File: config.mk
export PLATFORM = sky130hd
export DESIGN_NAME = ram_fifo_ctrl
export DESIGN_NICKNAME = d
export VERILOG_FILES = /design/src/rtl/ram_fifo_ctrl.sv
export SDC_FILE = /design/constraint.sdc
export NUM_CORES = 1
export LEC_CHECK = 0
export BUFFER_PORTS_ARGS = -buffer_cell sky130_fd_sc_hd__buf_2
export CORE_MARGIN = 10
export CORE_UTILIZATION = 38
export CTS_CLUSTER_SIZE = 20
export DETAILED_ROUTE_END_ITERATION = 12
export PLACE_DENSITY = 0.85
export SYNTH_ARGS = -nofsm -noshare
export SYNTH_HDL_FRONTEND = slang
export SYNTH_SLANG_ARGS = --single-unit
File: constraint.sdc
create_clock -name clk -period 2.97 [get_ports clk]
set_input_delay 0.594 -clock clk [delete_from_list [all_inputs] [get_ports clk]]
set_output_delay 0.594 -clock clk [all_outputs]
set_load 0.02 [all_outputs]
File: src/rtl/ram_fifo_ctrl.sv
// ram_fifo_ctrl: push/pop FIFO front end for the 8x10 single-clock dual-port RAM.
// Drives the RAM write port (data_a/addr_wa/we_a), read port (addr_ra/re_a) and
// the 4-bit RAM clear control, and tracks the RAM's 1-cycle read latency.
// Optional sticky overflow/underflow flags: define RAM_FIFO_ERR_EN.
// DEPTH must equal 2**ADDR_W; pointers wrap by natural binary overflow.
module ram_fifo_ctrl #(
  parameter int unsigned DATA_W = 10,
  parameter int unsigned ADDR_W = 3,
  parameter int unsigned DEPTH  = 8
) (
  input  logic              clk,
  input  logic              rst,
  input  logic              clr,
  input  logic              push,
  input  logic [DATA_W-1:0] push_data,
  input  logic              pop,
  output logic [DATA_W-1:0] rd_data,
  output logic              rd_valid,
  output logic              full,
  output logic              empty,
  output logic [ADDR_W:0]   count,
  output logic              ready,
  output logic              ovf,
  output logic              udf,
  output logic [DATA_W-1:0] data_a,
  output logic [ADDR_W-1:0] addr_wa,
  output logic [ADDR_W-1:0] addr_ra,
  output logic              we_a,
  output logic              re_a,
  output logic [3:0]        state,
  input  logic [DATA_W-1:0] q_a
);

  localparam int unsigned CNT_W = ADDR_W + 1;

  localparam logic [0:0] S_CLEAR = 1'b0;
  localparam logic [0:0] S_RUN   = 1'b1;

  localparam logic [3:0] RAM_CLEAR = 4'b0001;
  localparam logic [3:0] RAM_IDLE  = 4'b0000;

  logic [0:0]        r_fsm;
  logic [0:0]        w_fsm_nxt;
  logic [ADDR_W-1:0] r_wr_ptr;
  logic [ADDR_W-1:0] r_rd_ptr;
  logic [CNT_W-1:0]  r_count;
  logic              r_rd_valid;

  logic w_ready;
  logic w_full;
  logic w_empty;
  logic w_flush;
  logic w_push_acc;
  logic w_pop_acc;
  logic [3:0] w_ram_ctl;

  // Occupancy decode
  assign w_full  = (r_count == CNT_W'(DEPTH));
  assign w_empty = (r_count == CNT_W'(0));

  // Flush request from S_RUN; rst is handled separately with higher priority
  assign w_flush = w_ready & clr;

  // Request acceptance; rst and clr both drop any push/pop in the same cycle.
  // A push into a full FIFO is legal only when a pop frees the slot at the same time.
  assign w_pop_acc  = w_ready & ~rst & ~clr & pop & ~w_empty;
  assign w_push_acc = w_ready & ~rst & ~clr & push & (~w_full | w_pop_acc);

  // FSM state register
  always_ff @(posedge clk) begin
    if (rst) begin
      r_fsm <= S_CLEAR;
    end else begin
      r_fsm <= w_fsm_nxt;
    end
  end

  // Next-state and per-state outputs; S_CLEAR lasts exactly one cycle
  always_comb begin
    w_fsm_nxt = r_fsm;
    w_ready   = 1'b0;
    w_ram_ctl = RAM_IDLE;
    case (r_fsm)
      S_CLEAR: begin
        w_ram_ctl = RAM_CLEAR;
        w_fsm_nxt = S_RUN;
      end
      S_RUN: begin
        w_ready = 1'b1;
        if (clr) begin
          w_fsm_nxt = S_CLEAR;
        end
      end
      default: begin
        w_fsm_nxt = S_CLEAR;
      end
    endcase
  end

  // Circular write pointer
  always_ff @(posedge clk) begin
    if (rst || w_flush) begin
      r_wr_ptr <= '0;
    end else if (w_push_acc) begin
      r_wr_ptr <= r_wr_ptr + ADDR_W'(1);
    end
  end

  // Circular read pointer
  always_ff @(posedge clk) begin
    if (rst || w_flush) begin
      r_rd_ptr <= '0;
    end else if (w_pop_acc) begin
      r_rd_ptr <= r_rd_ptr + ADDR_W'(1);
    end
  end

  // Occupancy counter; push+pop together leaves it unchanged
  always_ff @(posedge clk) begin
    if (rst || w_flush) begin
      r_count <= '0;
    end else begin
      case ({w_push_acc, w_pop_acc})
        2'b10:   r_count <= r_count + CNT_W'(1);
        2'b01:   r_count <= r_count - CNT_W'(1);
        default: r_count <= r_count;
      endcase
    end
  end

  // Read-valid tracks the RAM's one-cycle read latency; a flush does not
  // cancel a read already issued, reset does
  always_ff @(posedge clk) begin
    if (rst) begin
      r_rd_valid <= 1'b0;
    end else begin
      r_rd_valid <= w_pop_acc;
    end
  end

`ifdef RAM_FIFO_ERR_EN
  logic r_ovf;
  logic r_udf;

  // Sticky overflow/underflow flags, cleared only by rst or a flush
  always_ff @(posedge clk) begin
    if (rst || w_flush) begin
      r_ovf <= 1'b0;
      r_udf <= 1'b0;
    end else if (w_ready) begin
      if (push && !w_push_acc) begin
        r_ovf <= 1'b1;
      end
      if (pop && w_empty) begin
        r_udf <= 1'b1;
      end
    end
  end

  assign ovf = r_ovf;
  assign udf = r_udf;
`else
  assign ovf = 1'b0;
  assign udf = 1'b0;
`endif

  // RAM port drive; idle addresses hold the pointers so values stay deterministic
  assign data_a  = push_data;
  assign addr_wa = r_wr_ptr;
  assign addr_ra = r_rd_ptr;
  assign we_a    = w_push_acc;
  assign re_a    = w_pop_acc;
  assign state   = w_ram_ctl;

  // Upstream status
  assign ready    = w_ready;
  assign full     = w_full;
  assign empty    = w_empty;
  assign count    = r_count;
  assign rd_valid = r_rd_valid;
  assign rd_data  = r_rd_valid ? q_a : '0;

endmodule
== Yosys cells after proc, flatten, opt, wreduce, memory -nomap -nowiden ==
Index checks and enable logic that the tools add are counted.
Cells by class
  reduce and logical (&&, ||, !) cells: 3
  multiplexer cells: 6
  equal/unequal tests: 3
  bitwise operators: 13
  div/mod/pow operators: 0
  multiply operators: 0
  add/subtract/negate cells: 4
  $lt $le $gt $ge: 0
  shift-type cells: 0
Operators with widths (number)
  2-to-1 mux 10 bit: 1
  one-hot mux 4 bit (2 select lines): 1
  bitwise AND 1 bit: 7
  adder 3 x 1 -> 3 bit (second input constant): 2
  inverter 1 bit: 5
  adder 4 x 1 -> 4 bit (second input constant): 1
  equality test 4 bit (second input constant): 1
  zero test 4 bit: 1
  subtractor 4 x 1 -> 4 bit (second input constant): 1
  2-to-1 mux 1 bit: 3
  equality test 2 x 1 -> 1 bit (second input constant): 1
  equality test 2 bit (second input constant): 1
  one-hot mux 1 bit (2 select lines): 1
  nonzero test 2 bit: 1
  logical OR 1 bit: 1
  OR 1 bit: 1
Storage, ports and cells
  input port bits: 25
  bits in registers: 12
  latch bits: 0
  output and inout port bits: 42
  memory bits (writable): 0
  memories: 0
  memory bits (read-only): 0

== Longest topological paths before layout ==
Gate-level depths: netlist of the first run.
  word-level depth: 9
  gate-level depth with buffers: 10

== Worst setup path before layout of the first run ==
No wires, ideal clock.
  path kind: register to register
  start: register r_count[1] (netlist: count[1])
  end: register r_count[3] (netlist: count[3])
  period minus slack after synthesis: 2.616 ns
  required time: 2.843 ns
  path slack: 0.354 ns
  cell stages (with the launch flop): 10
  library setup time: 0.127 ns
  arrival: 2.489 ns
  path buffers: 1
  cells stage by stage: dfxtp_1 > nor4_2 > and3b_1 > buf_2 > ha_1 > ha_1 > nand3_1 > and4b_1 > o21ai_0 > o31ai_1
Between the ends
  longest elaborated chain between the ends: 7
  elaborated cells on any way between the ends: 13
  those cells by class: 2 x add/sub; 3 x eq/ne; 1 x mux; 5 x bitwise; 2 x reduce/logical
Ends and longest elaborated chain
  start, declared: RTL line 46  | logic [CNT_W-1:0] r_count;
  start signal, assigned: RTL line 124  | 2'b10: r_count <= r_count + CNT_W'(1);
  start signal, assigned: RTL line 125  | 2'b01: r_count <= r_count - CNT_W'(1);
  start signal, assigned: RTL line 126  | default: r_count <= r_count;
  zero test 4 bit *: RTL line 59  | assign w_empty = (r_count == CNT_W'(0));
  via empty: RTL line 20  | output logic empty,
  inverter 1 bit *: RTL line 66  | assign w_pop_acc = w_ready & ~rst & ~clr & pop & ~w_empty;
  bitwise AND 1 bit *: RTL line 66
  via re_a: RTL line 29  | output logic re_a,
  OR 1 bit: RTL line 67  | assign w_push_acc = w_ready & ~rst & ~clr & push & (~w_full | w_pop_acc);
  bitwise AND 1 bit: RTL line 67
  equality test 2 x 1 -> 1 bit / equality test 2 bit (equally long branches): RTL line 123  | case ({w_push_acc, w_pop_acc})
  one-hot mux 4 bit (2 select lines) / nonzero test 2 bit (equally long branches)
The timed path passes the listed nets; every way through them passes the cells marked *.
A chain may end at the register's enable or synchronous reset.

== Final worst setup path of the first run ==
  start: register r_count[1] (netlist: count[1])
  end: register r_count[3] (netlist: count[3])
Between the ends
  longest elaborated chain between the ends: 7
  elaborated cells on any way between the ends: 13
  those cells by class: 2 x add/sub; 3 x eq/ne; 1 x mux; 5 x bitwise; 2 x reduce/logical
Ends and longest elaborated chain (RTL line)
  zero test 4 bit: 59
  inverter 1 bit: 66
  bitwise AND 1 bit: 66
  OR 1 bit: 67
  bitwise AND 1 bit: 67
  equality test 2 x 1 -> 1 bit / equality test 2 bit (equally long branches): 123
  one-hot mux 4 bit (2 select lines) / nonzero test 2 bit (equally long branches)
Parallel ways exist; a longest one is shown, timed or not.

==> metrics.md, run 1 <==
| Metric | Value |
|---|---|
| # DRC | 0 |
| Post-DR vias/cell | 4.87 |
| Peak supply drop | 180 µV |
| Io pins | 67 |
| IO Port Bufs | 41 |
| Via count | 735 |
| Design Power | 332 µW |
| CTS Buf Count | 3 |
| R2r startpoint | count[1]$_SDFFE_PP0P_ |
| First-pass GRT wire length | 3.17 mm |
| Setup repair after global routing missed its margin | no |
| GRT Util Overall | 9.13% |
| Worst min path class | reg2reg |
| Worst path arrival time | 2710 ps |
| Initial antenna violation count | 0 |
| Post-Place Cells | 147 |
| First drt pass iteration count | 3 |
| Worst Setup End Kind | flip-flop |
| Cells after synthesis | 92 |
| FMAX | 0.392 GHz |
| Setup TNS | 0 ps |
| Starting density of the core | 40.5% |
| Worst-case reg-to-reg path depth | 8 |
| Post-CTS Setup Inserts | 0 |
| Register area share after synthesis | 30.0% |
| Gpl congestion | 0.846 |
| Worst setup path start | count[1]$_SDFFE_PP0P_ |
| Tcrit/Tclk final | 86.0% |
| Flops & latches, synth | 12 |
| Vias in the first global route | 721 |
| Syn Area/Cell | 8.72 µm² |
| Most frequent cells in the layout | buf_2, dfxtp_1, and2_1 |
| Post-DRT Antenna Nets | 0 |
| Layout Cells excl Fill | 151 |
| Starting DRT DRC Count | 17 |
| Number of max-cap violations | 0 |
| R2r endpoint | count[3]$_SDFFE_PP0P_ |
| CTS tree | done |
| FP Rows | 16 |
| Required @ worst endpoint | 3130 ps |
| Total wire length | 2.18 mm |
| Final Hold Vio Count | 0 |
| Ant diodes | 0 |
| CP Cell Sequence | or4b_4, o211ai_4, ha_1, ha_1, a21oi_1, a211oi_1, o21ai_0, o31ai_1 |
| Reg-to-reg slack, setup | 420 ps |
| Power Density | 342 mW/mm² |
| Final setup violation count | 0 |
| Post-CTS sizing | 0 |
| Clock buffer depth | 2 |
| GR Overflow Total | 0 |
| Worst setup path endpoint | count[3]$_SDFFE_PP0P_ |
| Slew Limit Fails | 0 |
| HPWL after detailed placement | 1.89 mm |
| Minimum clock period | 2550 ps |
| Hold_buf cts | 0 |
| Most used cell, CP | ha_1 |
| Clock slew at reported path FFs | 70 ps |
| CTS Sinks | 12 |
| Run status | finished, final reports clean |
| Cell Area, Synth | 802 µm² |
| Core area | 0.00198 mm² |
| Post-synth cell types | 28 |
| Pin count of the biggest net entering global routing | 12 |
| Number of warning messages in the yosys log | 0 |
| WHS | 464 ps |
| CP Launch Type | flip-flop |
| CP max stage delay | 590 ps |
| Area grow syn2layout | 21.1% |
| Layout cell share with drive strength beyond 1 | 39.5% |
| Clock Skew | 0.971 ps |
| Clk Latency, worst-skew pair | 270 ps |
| Finished Core Util | 49.0% |
| DIE AREA | 0.00435 mm² |
| Worst Path Max Fanout | 8 |
| Die W | 65.9 µm |
| Height of the die | 65.9 µm |
| H-tree depth | 1 |
| Clk root buf | clkbuf_4 |
| Routed wire per std cell | 14.4 µm |
| Slowest cell on the critical path | or4b_4 |
| Commonest non-fill, non-tap cell in the layout | buf_2 |
| Leakage | 0.543 nW |
| Post-layout nets | 156 |
| Setup CP Type | reg2reg |
how the worst min path moves through the flow:
stage                            start                       to  slack [ps]  cells past startpoint
2_1_floorplan  addr_ra[2]$_SDFFE_PP0P_  addr_ra[2]$_SDFFE_PP0P_         530                      1
3_3_place_gp   addr_ra[2]$_SDFFE_PP0P_  addr_ra[2]$_SDFFE_PP0P_         450                      1
3_5_place_dp   addr_ra[2]$_SDFFE_PP0P_  addr_ra[2]$_SDFFE_PP0P_         460                      1
4_1_cts        addr_ra[2]$_SDFFE_PP0P_  addr_ra[2]$_SDFFE_PP0P_         470                      1
5_1_grt        addr_ra[2]$_SDFFE_PP0P_  addr_ra[2]$_SDFFE_PP0P_         510                      1
6_report       addr_ra[2]$_SDFFE_PP0P_  addr_ra[2]$_SDFFE_PP0P_         460                      1
worst max-delay path, delay by kind of cell (launching register included):
kind	cells	cell delay, ps
compound gates	5	860
fa+ha+maj	2	600
simple gates	1	590
flops	1	390
cells by family after synthesis:
| kind of cell | synth area share (%) |
|---|---|
| AND/OR/NAND/NOR | 23.1 |
| buffers and inverters | 19.3 |
| AO/OA/AOI/OAI | 11.1 |
| flip-flops | 30.0 |
| adder cells (fa/ha/maj) | 10.3 |
| XOR/XNOR | 3.28 |
| multiplexers | 2.50 |
| other | 0.468 |
power by group:
group	total, mW	switching, mW	internal (mW)
Sequential	0.165	0.00230	0.163
Combinational	0.0370	0.0237	0.0133
Clock	0.130	0.0557	0.0746
Total	0.332	0.0817	0.251
sequential cells by signal, summed over array words and instances, names as in the netlist:
name / flops
addr_wa: 3
r_fsm: 1
addr_ra: 3
count: 4
rd_valid: 1
cells in the mapped netlist:
cell type	number	area [µm²]
and2_1	10	62.6
nor3b_2	1	12.5
xor2_1	2	17.5
o31ai_1	2	15.0
inv_1	9	33.8
nor4_2	1	12.5
nand3_1	3	15.0
and3b_1	2	17.5
conb_1	1	3.75
o211ai_4	1	21.3
mux2i_1	2	20.0
o21ai_0	1	5.00
o211ai_1	1	7.51
a21o_1	1	7.51
xnor2_1	1	8.76
nand2_1	3	11.3
buf_4	15	113
fa_1	1	20.0
or4b_4	1	13.8
a21oi_1	3	15.0
buf_2	1	5.00
a211oi_1	1	7.51
dfxtp_1	12	240
o21ai_1	2	10.0
clkbuf_1	1	3.75
and4b_1	1	10.0
ha_1	5	62.6
nor2_1	8	30.0
layout make-up:
cell class / count / area (µm²)
tap: 27 / 33.8
multi-input combinational: 58 / 422
inverter: 9 / 33.8
fill: 212 / 1010
clock buffer: 4 / 36.3
sequential: 12 / 240
timing repair buffer: 41 / 205
per-stage QoR:
step                setup WS, ps  area [µm²]
floorplan                    354         817
global placement             481         935
detailed placement           334         935
CTS                          429         971
global route                 304         971
finish                       417         971
metal layers:
layer  vias to the layer above  track usage (%)  part of all wire (%)
met5                         -                0                     0
met4                         0             4.45                   1.3
met3                         6             5.76                    16
met2                        43             15.2                    47
met1                       340             8.63                    36
li1                        346                -                     -
Note: power is estimated with default switching activity, not from simulation.
==> inputs of run 2 (changes only) <==
- CORE_ASPECT_RATIO: unset -> 0.8
- MAX_ROUTING_LAYER: unset -> met4
==> metrics.md, run 2 (synthesized netlist as in run 1, its figures left out) <==
| Metric | Value |
|---|---|
| Run status | finished, final reports clean |
| Hold_buf cts | 0 |
| Via count | 704 |
| Worst-case reg-to-reg path depth | 8 |
| First-pass GRT wire length | 3.46 mm |
| Routed wire per std cell | 15.0 µm |
| Finished Core Util | 49.7% |
| R2r startpoint | count[1]$_SDFFE_PP0P_ |
| Layout cell share with drive strength beyond 1 | 39.5% |
| IO Port Bufs | 41 |
| DIE AREA | 0.00436 mm² |
| Layout Cells excl Fill | 148 |
| Starting DRT DRC Count | 8 |
| Height of the die | 61.1 µm |
| Required @ worst endpoint | 3130 ps |
| Final setup violation count | 0 |
| Power Density | 348 mW/mm² |
| Leakage | 0.543 nW |
| Reg-to-reg slack, setup | 460 ps |
| Hold Crit Depth | 1 |
| Clock slew at reported path FFs | 80 ps |
| CTS Buf Count | 3 |
| Number of max-cap violations | 0 |
| Setup TNS | 0 ps |
| Ant diodes | 0 |
| Gpl congestion | 0.768 |
| Worst setup path start | count[1]$_SDFFE_PP0P_ |
| GRT Util Overall | 10.1% |
| FMAX | 0.398 GHz |
| Clk Latency, worst-skew pair | 280 ps |
| Peak supply drop | 256 µV |
| Setup repair after global routing missed its margin | no |
| Post-CTS Setup Inserts | 0 |
| Io pins | 67 |
| CP Launch Type | flip-flop |
| Worst Path Max Fanout | 8 |
| Slew Limit Fails | 0 |
| Final Hold Vio Count | 0 |
| CTS tree | done |
| WHS | 466 ps |
| # DRC | 0 |
| Initial antenna violation count | 0 |
| Worst min path class | reg2reg |
| Commonest non-fill, non-tap cell in the layout | buf_2 |
| Clock Skew | 2.58 ps |
| Clk root buf | clkbuf_4 |
| R2r endpoint | count[3]$_SDFFE_PP0P_ |
| Post-DRT Antenna Nets | 0 |
| Filler instances | 182 |
| GR Overflow Total | 0 |
| Pin count of the biggest net entering global routing | 12 |
| CTS Sinks | 12 |
| Core area | 0.00194 mm² |
| Total wire length | 2.21 mm |
| Most frequent cells in the layout | buf_2, dfxtp_1, and2_1 |
| Max reg flops | 4 |
| Minimum clock period | 2510 ps |
| Min-delay src | addr_wa[2]$_SDFFE_PP0P_ |
| Setup CP Type | reg2reg |
| Clock buffer depth | 2 |
| FP Rows | 14 |
| Post-Place Cells | 144 |
| Tcrit/Tclk final | 84.5% |
| H-tree depth | 1 |
| Post-DR vias/cell | 4.76 |
| Post-layout nets | 156 |
| Worst path arrival time | 2670 ps |
| Area grow syn2layout | 20.6% |
| Worst Hold End | addr_wa[2]$_SDFFE_PP0P_ |
| First drt pass iteration count | 4 |
| Starting density of the core | 41.2% |
| Vias in the first global route | 747 |
| Die W | 71.4 µm |
| Worst Setup End Kind | flip-flop |
| Post-CTS sizing | 0 |
| HPWL after detailed placement | 1.88 mm |
-- run 2: cell counts in the layout (fill, tap and decap cells not counted) --
Identical to the previous run, type by type.
-- run 2: worst max-delay path: stages (launching register included) --
cell and delay, ps:
dfxtp_1 370, or4b_4 580, o211ai_4 280, ha_1 300, ha_1 310, a21oi_1 190
a211oi_1 100, o21ai_0 170, o31ai_1 90
-- run 2: per-stage QoR --
step                area [µm²]  setup slack (ps)  total power, mW
floorplan                  817               354            0.214
global placement           931               480            0.205
detailed placement         931               361            0.207
CTS                        967               480            0.338
global route               967               323            0.350
finish                     967               460            0.337
-- run 2: how the worst max path moves through the flow --
stage	end	depth (start not counted)	slack [ps]
floorplan	count[3]$_SDFFE_PP0P_	9	350
global placement	count[3]$_SDFFE_PP0P_	9	480
detailed placement	count[2]$_SDFFE_PP0P_	10	360
CTS	count[3]$_SDFFE_PP0P_	8	480
global route	count[3]$_SDFFE_PP0P_	8	320
finish	count[3]$_SDFFE_PP0P_	8	460
-- run 2: power breakdown --
group,switching (mW),total [mW],internal (mW)
clock network,0.0585,0.133,0.0746
registers,0.00281,0.166,0.163
logic,0.0247,0.0380,0.0133
-- run 2: per-layer routing --
layer  track usage, %  part of all wire, %  up-vias
li1                 -                    -      348
met1             10.3                   41      311
met2             17.3                   46       39
met3             4.66                   12        6
met4             3.03                  1.2        0
met5                -                    0        -
-- run 2: cell type report --
class / count / area (µm²) / area share (%)
Timing Repair Buffer: 41 / 205 / 21.2
Multi-Input combinational cell: 58 / 422 / 43.6
Sequential cell: 12 / 240 / 24.8
Tap cell: 24 / 30.0 / 3.10
Clock buffer: 4 / 36.3 / 3.75
Inverter: 9 / 33.8 / 3.49
==> inputs of run 3 (changes only) <==
- clock period: 2.97 -> 2.45 ns (I/O delays scaled with it)
==> metrics.md, run 3 (synthesized netlist as in run 1, its figures left out) <==
| Metric | Value |
|---|---|
| Worst path arrival time | 2440 ps |
| Core area | 0.00194 mm² |
| Setup repair after global routing missed its margin | no |
| Layout cell share with drive strength beyond 1 | 44.1% |
| Post-layout nets | 160 |
| Leakage | 0.563 nW |
| WHS | 476 ps |
| Via count | 736 |
| Peak supply drop | 270 µV |
| Setup CP Type | reg2reg |
| Vias in the first global route | 770 |
| Min-delay src | addr_ra[2]$_SDFFE_PP0P_ |
| Pin count of the biggest net entering global routing | 12 |
| Initial antenna violation count | 0 |
| Clock buffer depth | 2 |
| Dpl ws | 81.3 ps |
| Post-DRT Antenna Nets | 0 |
| Most frequent cells in the layout | buf_2, and2_1, dfxtp_1 |
| Final setup violation count | 0 |
| Tcrit/Tclk final | 92.6% |
| Filler instances | 190 |
| CTS tree | done |
| CP max stage delay | 550 ps |
| Minimum clock period | 2270 ps |
| Power Density | 362 mW/mm² |
| Height of the die | 61.1 µm |
| Critical path buffer and inverter count | 0 |
| Clk Latency, worst-skew pair | 260 ps |
| Number of max-cap violations | 0 |
| H-tree depth | 1 |
| Slew Limit Fails | 0 |
| Worst-case reg-to-reg path depth | 8 |
| Io pins | 67 |
| Required @ worst endpoint | 2620 ps |
| Starting density of the core | 41.2% |
| Worst min path class | reg2reg |
| Ant diodes | 0 |
| Design Power | 363 µW |
| CP Cell Sequence | or4b_4, o211ai_4, ha_2, ha_1, a21oi_2, and4b_1, o21ai_0, o31ai_1 |
| Starting DRT DRC Count | 17 |
| CP Launch Type | flip-flop |
| FMAX | 0.441 GHz |
| First-pass GRT wire length | 3.64 mm |
| First drt pass iteration count | 4 |
| IO Port Bufs | 41 |
| Post-DR vias/cell | 4.87 |
| Post-route cell area | 0.00100 mm² |
| Commonest non-fill, non-tap cell in the layout | buf_2 |
| Max reg flops | 4 |
| Worst Path Max Fanout | 5 |
| R2r endpoint | count[3]$_SDFFE_PP0P_ |
| Clock slew at reported path FFs | 70 ps |
| Placed instance area | 972 µm² |
| CTS Sinks | 12 |
| Die W | 71.4 µm |
| FP Rows | 14 |
| Delay-heaviest family, CP | simple AND/OR/NAND/NOR gates |
| CTS Buf Count | 3 |
| HPWL after detailed placement | 1.95 mm |
| Hold Crit Depth | 1 |
| R2r startpoint | count[2]$_SDFFE_PP0P_ |
| # DRC | 0 |
| Gpl congestion | 0.753 |
| Final Hold Vio Count | 0 |
| Setup TNS | 0 ps |
| GRT Util Overall | 10.8% |
| Slowest cell on the critical path | or4b_4 |
| Total wire length | 2.24 mm |
| Worst Setup End Kind | flip-flop |
| Finished Core Util | 51.5% |
| Area grow syn2layout | 24.8% |
| Clk root buf | clkbuf_4 |
| GR Overflow Total | 0 |
| Run status | finished, final reports clean |
| Reg-to-reg slack, setup | 180 ps |
| Clock Skew | 2.89 ps |
| DIE AREA | 0.00436 mm² |
| Post-Place Cells | 148 |
| Worst Hold End | addr_ra[2]$_SDFFE_PP0P_ |
| Routed wire per std cell | 14.8 µm |
| Layout Cells excl Fill | 151 |
| Post-CTS Setup Inserts | 0 |
| Post-route setup slack | 180 ps |
==> run 3: cell types whose count changed in the layout (fill, tap and decap cells not counted) <==
cell / change
a21oi_1: -1
dfxtp_1: -2
ha_2: +1
buf_4: +4
nor4_2: -1
dfxtp_2: +2
clkbuf_8: -1
a21oi_2: +1
ha_1: -1
nor4_4: +1
==> run 3: worst max-delay path by stage <==
stage	start	to	slack, ps	cells after the start
finish	count[2]$_SDFFE_PP0P_	count[3]$_SDFFE_PP0P_	180	8
global route	count[0]$_SDFFE_PP0P_	count[3]$_SDFFE_PP0P_	30	9
CTS	count[2]$_SDFFE_PP0P_	count[3]$_SDFFE_PP0P_	140	8
detailed placement	rst	count[3]$_SDFFE_PP0P_	80	9
global placement	rst	count[3]$_SDFFE_PP0P_	160	9
floorplan	count[0]$_SDFFE_PP0P_	count[3]$_SDFFE_PP0P_	20	9
==> run 3: cell type report <==
class | instances | area (µm²) | share of cell area (%)
tap | 24 | 30.0 | 3.00
sequential | 12 | 243 | 24.3
inverter | 9 | 33.8 | 3.38
timing repair buffer | 45 | 235 | 23.5
clock buffer | 3 | 22.5 | 2.25
multi-input combinational | 58 | 437 | 43.6
==> run 3: routing by layer <==
layer  GRT usage (%)  share of wire, %  vias up
li1                -                 -      355
met1            10.7                40      333
met2            18.5                48       44
met3            5.63                12        4
met4            3.03              0.45        0
met5               -                 0        -
==> run 3: timing repair <==
item	4_1_cts	5_1_grt
setup endpoints to repair	0	2
resized for setup	0	2
hold buffers	0	0
==> run 3: report_power, final <==
part	switching, mW	total (mW)	internal (mW)
Combinational	0.0298	0.0475	0.0177
Sequential	0.00223	0.200	0.198
Clock	0.0586	0.115	0.0568
Total	0.0907	0.363	0.272
